File: src/rtl/ahb_mtx_arb_rr_if.sv
// Signal bundle between the AHB matrix output stage and its round-robin arbiter.
// HREADYM qualifies every transfer: a beat counts only on a rising HCLK edge with HREADYM high.
interface ahb_mtx_arb_rr_if #(
    parameter int NUM_PORTS = 4,
    parameter int PORT_W    = 3
);
    logic [NUM_PORTS-1:0] req_port;
    logic                 HREADYM;
    logic                 HSELM;
    logic [1:0]           HTRANSM;
    logic [2:0]           HBURSTM;
    logic                 HMASTLOCKM;
    logic [PORT_W-1:0]    addr_in_port;
    logic                 no_port;
    logic                 burst_hold;
    // Remaining-beat counter, exported for observation.
    logic [3:0]           beat_cnt;

    modport master (
        output req_port, HREADYM, HSELM, HTRANSM, HBURSTM, HMASTLOCKM,
        input  addr_in_port, no_port, burst_hold, beat_cnt
    );

    modport slave (
        input  req_port, HREADYM, HSELM, HTRANSM, HBURSTM, HMASTLOCKM,
        output addr_in_port, no_port, burst_hold, beat_cnt
    );
endinterface

File: src/rtl/ahb_mtx_arb_rr.sv
// Round-robin output-stage arbiter for one AHB matrix slave port.
// Fixed-length bursts and locked sequences keep the grant until they complete.
module ahb_mtx_arb_rr #(
    parameter int NUM_PORTS = 4,
    parameter int PORT_W    = 3
) (
    input  logic                HCLK,
    input  logic                HRESETn,
    ahb_mtx_arb_rr_if.slave     bus
);

    localparam logic [1:0] TRANS_BUSY   = 2'b01;
    localparam logic [1:0] TRANS_NONSEQ = 2'b10;
    localparam logic [1:0] TRANS_SEQ    = 2'b11;

    if (NUM_PORTS < 2 || NUM_PORTS > 8) begin : g_bad_num_ports
        $error("ahb_mtx_arb_rr: NUM_PORTS must be in 2..8");
    end
    if ((1 << PORT_W) < NUM_PORTS) begin : g_bad_port_w
        $error("ahb_mtx_arb_rr: PORT_W too narrow for NUM_PORTS");
    end

    logic [PORT_W-1:0]      r_addr;
    logic                   r_no_port;
    logic [3:0]             r_beat_cnt;

    logic [3:0]             w_beat_load;
    logic [3:0]             w_beat_next;
    logic [2*NUM_PORTS-1:0] w_req_dbl;
    logic [PORT_W:0]        w_shift;
    logic [NUM_PORTS-1:0]   w_req_rot;
    logic                   w_rr_found;
    logic [PORT_W-1:0]      w_rr_pick;
    logic [PORT_W-1:0]      w_addr_next;
    logic                   w_no_port_next;

    always_comb begin
        w_beat_load = 4'd0;
        case (bus.HBURSTM)
            3'b010, 3'b011: w_beat_load = 4'd3;
            3'b100, 3'b101: w_beat_load = 4'd7;
            3'b110, 3'b111: w_beat_load = 4'd15;
            default:        w_beat_load = 4'd0;
        endcase
    end

    // A NONSEQ without HSELM, or an IDLE, terminates any burst early.
    always_comb begin
        w_beat_next = 4'd0;
        if (bus.HSELM && bus.HTRANSM == TRANS_NONSEQ) begin
            w_beat_next = w_beat_load;
        end else if (bus.HTRANSM == TRANS_SEQ && r_beat_cnt != 4'd0) begin
            w_beat_next = r_beat_cnt - 4'd1;
        end else if (bus.HTRANSM == TRANS_BUSY) begin
            w_beat_next = r_beat_cnt;
        end else begin
            w_beat_next = 4'd0;
        end
    end

    // Rotate requests so bit j is port (r_addr + 1 + j) mod NUM_PORTS; the
    // current owner lands on the top bit and is therefore the last choice.
    assign w_req_dbl = {bus.req_port, bus.req_port};
    assign w_shift   = {1'b0, r_addr} + {{PORT_W{1'b0}}, 1'b1};
    assign w_req_rot = NUM_PORTS'(w_req_dbl >> w_shift);

    always_comb begin
        int s;
        w_rr_found = 1'b0;
        w_rr_pick  = r_addr;
        s          = 0;
        for (int j = NUM_PORTS - 1; j >= 0; j--) begin
            if (w_req_rot[j]) begin
                s = int'(r_addr) + 1 + j;
                if (s >= NUM_PORTS) begin
                    s = s - NUM_PORTS;
                end
                w_rr_found = 1'b1;
                w_rr_pick  = PORT_W'(s);
            end
        end
    end

    always_comb begin
        w_addr_next    = r_addr;
        w_no_port_next = 1'b1;
        if (bus.HMASTLOCKM) begin
            w_no_port_next = 1'b0;
        end else if (w_beat_next != 4'd0) begin
            w_no_port_next = 1'b0;
        end else if (w_rr_found) begin
            w_addr_next    = w_rr_pick;
            w_no_port_next = 1'b0;
        end else if (bus.HSELM) begin
            w_no_port_next = 1'b0;
        end else begin
            w_no_port_next = 1'b1;
        end
    end

    always_ff @(posedge HCLK or negedge HRESETn) begin
        if (!HRESETn) begin
            r_addr     <= '0;
            r_no_port  <= 1'b1;
            r_beat_cnt <= 4'd0;
        end else if (bus.HREADYM) begin
            r_addr     <= w_addr_next;
            r_no_port  <= w_no_port_next;
            r_beat_cnt <= w_beat_next;
        end
    end

    assign bus.addr_in_port = r_addr;
    assign bus.no_port      = r_no_port;
    assign bus.burst_hold   = (r_beat_cnt != 4'd0);
    assign bus.beat_cnt     = r_beat_cnt;

endmodule

File: src/flat_wrapper.sv
// flat-port wrapper written by rule: the top's interface ports become plain ports
module ahb_mtx_arb_rr_flat 
#(
    parameter int NUM_PORTS = 4,
    parameter int PORT_W    = 3
)
  (HCLK, HRESETn, bus_req_port, bus_HREADYM, bus_HSELM, bus_HTRANSM, bus_HBURSTM, bus_HMASTLOCKM, bus_addr_in_port, bus_no_port, bus_burst_hold, bus_beat_cnt);
  ahb_mtx_arb_rr_if #(.NUM_PORTS(NUM_PORTS), .PORT_W(PORT_W)) bus_i ();
  input  logic HCLK;
  input  logic HRESETn;
  input wire logic [$bits(bus_i.req_port)-1:0] bus_req_port;
  input wire logic [$bits(bus_i.HREADYM)-1:0] bus_HREADYM;
  input wire logic [$bits(bus_i.HSELM)-1:0] bus_HSELM;
  input wire logic [$bits(bus_i.HTRANSM)-1:0] bus_HTRANSM;
  input wire logic [$bits(bus_i.HBURSTM)-1:0] bus_HBURSTM;
  input wire logic [$bits(bus_i.HMASTLOCKM)-1:0] bus_HMASTLOCKM;
  output wire logic [$bits(bus_i.addr_in_port)-1:0] bus_addr_in_port;
  output wire logic [$bits(bus_i.no_port)-1:0] bus_no_port;
  output wire logic [$bits(bus_i.burst_hold)-1:0] bus_burst_hold;
  output wire logic [$bits(bus_i.beat_cnt)-1:0] bus_beat_cnt;
  assign bus_i.req_port = bus_req_port;
  assign bus_i.HREADYM = bus_HREADYM;
  assign bus_i.HSELM = bus_HSELM;
  assign bus_i.HTRANSM = bus_HTRANSM;
  assign bus_i.HBURSTM = bus_HBURSTM;
  assign bus_i.HMASTLOCKM = bus_HMASTLOCKM;
  assign bus_addr_in_port = bus_i.addr_in_port;
  assign bus_no_port = bus_i.no_port;
  assign bus_burst_hold = bus_i.burst_hold;
  assign bus_beat_cnt = bus_i.beat_cnt;
  ahb_mtx_arb_rr #(.NUM_PORTS(NUM_PORTS), .PORT_W(PORT_W)) u_core (.HCLK(HCLK), .HRESETn(HRESETn), .bus(bus_i));
endmodule
File: config.mk
export PLATFORM = sky130hd
export DESIGN_NAME = ahb_mtx_arb_rr_flat
export DESIGN_NICKNAME = d
export VERILOG_FILES = /design/src/rtl/ahb_mtx_arb_rr_if.sv /design/src/rtl/ahb_mtx_arb_rr.sv /design/src/flat_wrapper.sv
export SDC_FILE = /design/constraint.sdc
export NUM_CORES = 1
export LEC_CHECK = 0
export ABC_AREA = 1
export CORE_MARGIN = 4
export CORE_UTILIZATION = 30
export CTS_CLUSTER_DIAMETER = 40
export DETAILED_ROUTE_END_ITERATION = 8
export PLACE_DENSITY = 0.51
export SLEW_MARGIN = 40
export SYNTH_ARGS = -nofsm -noshare
export SYNTH_HDL_FRONTEND = slang
export SYNTH_SLANG_ARGS = --single-unit
File: constraint.sdc
create_clock -name HCLK -period 1.8 [get_ports HCLK]
set_input_delay 0.45 -clock HCLK [delete_from_list [all_inputs] [get_ports HCLK]]
set_output_delay 0.45 -clock HCLK [all_outputs]
set_load 0.01 [all_outputs]
==> metrics.yaml <==
timing:
  setup_tns_ns: 0
  worst_slew_pin_slew_ns: 0.3714
  post-route-min-period_ns: 1.780
  rsz0062_at_grt: "yes"
  hold_violations: 0
  setup_violations: 0
  timing.fmax_ghz: 0.5619
  relSlewSlack_pct: 75.16
  fin_crit_sh_pct: 98.87
  drv_slew: 0
  skew_ns: 0.006957
routing:
  first_pass_iters: 4
  drtIter0Drc: 50
  drtAntennaViolNets: 0
  drt_drc_violations_left: 0
  avgRoutedWirePerCell_um: 10.66
  num_vias: 1192
  drt_wl_total_um: 2858
  viasPerCell: 4.448
grt:
  grt_pass1_wl_um: 4581
  grtUsageTotal_pct: 13.74
  grt_max_degree: 11
  grt_remaining_overflow: 0
  grt_pass1_vias: 1072
  grt_antenna_before_repair: 0
clock_network:
  hold_buffers: 0
  clock-sinks: 8
  tritoncts: "done"
  clk_latency_ns: 0.25
  cts-root-buf: "clkbuf_4"
  htree_num_levels: 1
  cts_made_buffers: 3
  clk_pin_slew_ns: 0.06
  clockBufferDepth: 2
critical_path:
  slowest_delay_ns: 0.45
  timing.rr.end: "u_core.bus.addr_in_port[2]"
  path_cells: "ha_4 -> xnor2_4 -> inv_2 -> ha_1 -> inv_2 -> o211ai_1 -> nand2_1 -> nor2_1 -> nand2_1 -> nand2_1 -> nand3_1 -> nand2_1"
  rrSetupSlack_ns: 0.02
  start_kind: "flop"
  cp.arrival_ns: 1.92
  path_max_fanout: 4
  critPathRequiredTime_ns: 1.94
  cpLargestDelayFamily: "flip-flops"
  crit_top_cell: "nand2_1"
  r2r-start: "u_core.bus.addr_in_port[0]"
  end_kind: "flop"
  ff2ff_path_depth: 12
  cp_slowest_cell: "dfrtp_2"
  critPathKind: "reg2reg"
  crit_buf_inv: 2
synth:
  mappedNetlistArea_um2: 989.7
  yosysTopAreaCellShare_pct: 23.89
  ys_types: 24
  synth_seq_area_share_pct: 20.35
  synth_cells: 169
  synthesis.nets: 189
  yosys-top-cells-area: "nand2_1 (24%), dfrtp_1 (18%), inv_1 (8.7%)"
  ys_ff_latch: 8
  yosysWarnings: 0
  yosysTopAreaCell: "nand2_1"
  syn_area_per_cell_um2: 5.856
floorplan:
  start_util_pct: 31.90
  fp.dieW_um: 65.44
  die-area_um2: 4282
  die_y_um: 65.44
  coreArea_um2: 3103
  ios: 23
  fp-row-count: 20
place:
  dp_hpwl_um: 2265
  portBuffers: 21
  dpl_cell_area_um2: 1444
  gp_congestion: 0.8244
layout:
  area_growth_pct: 63.72
  postLayoutCellArea_um2: 1620
  final_layout_size_suffix_gt1_share_pct: 33.04
  final_nets: 245
  diodes: 0
power_and_ir_drop:
  p_per_area_nw_per_um2: 1430
  p_seq_share_pct: 12.6
  switching_power_mw: 1.067
  leakage_nw: 0.8544
  switching_share_pct: 46.02
  vdd_drop_max_v: 0.0008199
  p_int_mw: 1.251
  p_clk_share_pct: 6.2
  comb_power_share_pct: 81.1
outcome:
  status: "complete, no violations"
hold_path:
  hold_class: "in2async"
job:
  drv_cap: 0
-- cell type report --
| type | count | area (um2) |
|---|---|---|
| inverters | 29 | 108.9 |
| fillers | 342 | 1483 |
| repair buffers | 52 | 454.2 |
| multi-input cells | 131 | 772.0 |
| clock buffers | 4 | 26.28 |
| flip-flops and latches | 8 | 203.9 |
| well taps | 44 | 55.05 |
-- power groups by stage --
stage                     sequential (mW)  clock [mW]  combinational [mW]
after floorplan                     0.314           0               0.860
after detailed placement            0.285           0                1.55
final                               0.293       0.144                1.88
after global routing                0.299       0.164                2.08
after CTS                           0.292       0.151                1.70
after global placement              0.284           0                1.53
-- worst register-to-register path: cells and delay by family, from the launching register on --
kind / cells / cell delay, ns
fa+ha+maj: 2 / 0.40
buf+inv: 2 / 0.20
compound gates: 1 / 0.11
simple gates: 6 / 0.35
xor+xnor: 1 / 0.14
flops: 1 / 0.45
-- placed cells by master (no fill, tap or decap), drive strengths merged, types with 2 or more instances in the layout --
master and n:
buf 31, clkbuf 4, clkdlybuf4s50 17, dfrtp 7, dlymetal6s2s 2, ha 6, inv 28, nand2 67
nand3 20, nand3b 2, nand4 2, nor2 20, o21ai 9
-- synth_stat cells --
| cell | number |
|---|---|
| a21oi_1 | 1 |
| nand4_1 | 2 |
| o21ai_0 | 7 |
| nand2_4 | 1 |
| nand3_2 | 6 |
| nand3_1 | 14 |
| nor2_1 | 16 |
| inv_1 | 23 |
| nand2_1 | 63 |
| dfrtp_1 | 7 |
| nand2_2 | 3 |
| clkinv_1 | 1 |
| o211ai_1 | 1 |
| nor2_4 | 1 |
| nand3b_1 | 2 |
| o21ai_1 | 2 |
| a21boi_1 | 1 |
| a31o_2 | 1 |
| ha_1 | 6 |
| buf_4 | 1 |
| xnor2_1 | 1 |
| inv_2 | 5 |
| nor2_2 | 3 |
| dfstp_2 | 1 |
-- repair_timing --
item,4_1_cts,5_1_grt
pin swaps,2,13
gates resized for setup,12,18
endpoints found under the setup margin,4,5
buffers inserted,3,2
cloned,0,0
-- worst max-delay path by stage --
stage                               startpoint                         end  cells past startpoint
floorplan           u_core.bus.addr_in_port[1]  u_core.bus.addr_in_port[2]                     11
global placement                bus_HBURSTM[1]  u_core.bus.addr_in_port[1]                      9
detailed placement              bus_HTRANSM[0]  u_core.bus.addr_in_port[1]                     10
CTS                     u_core.bus.beat_cnt[0]              bus_burst_hold                      4
global route        u_core.bus.addr_in_port[0]  u_core.bus.addr_in_port[2]                     11
finish              u_core.bus.addr_in_port[0]  u_core.bus.addr_in_port[2]                     12
-- metrics by stage --
step	total power [mW]	setup slack (ns)	util [%]	hold slack [ns]	instances
3_3_place_gp	1.814	-0.2342	46.53	0.4691	259
3_5_place_dp	1.834	-0.2436	46.53	0.4768	259
2_1_floorplan	1.174	0.003720	-	0.1544	169
4_1_cts	2.145	0.009944	49.84	0.4820	266
6_report	2.317	0.02028	52.22	0.4725	268
5_1_grt	2.545	-0.07880	52.22	0.4984	268
-- per-layer routing --
metal  GRT usage, %  wire length, um  up-vias
li1               -                -      639
met1          18.42             1324      530
met2          21.62             1355       19
met3          3.761              128        4
met4          3.627               49        0
met5              0                0        -
-- registers in the layout (all words and copies together), names as in the netlist --
| name | count |
|---|---|
| u_core.bus.beat_cnt | 4 |
| u_core.bus.addr_in_port | 3 |
| u_core.bus.no_port | 1 |
-- kinds of logic (layout without fill, tap and decap cells) --
kind of cell | count (synthesis) | in the layout | share of synthesized area, %
buffers and inverters | 30 | 85 | 11.76
adders and majority gates | 6 | 6 | 7.585
DFF | 8 | 8 | 20.35
xor gates and xnor gates | 1 | 1 | 0.8851
AOI/OAI and AO/OA | 13 | 13 | 7.459
and+or+nand+nor | 111 | 111 | 51.96
No activity file was read; power rests on OpenSTA's default activity.
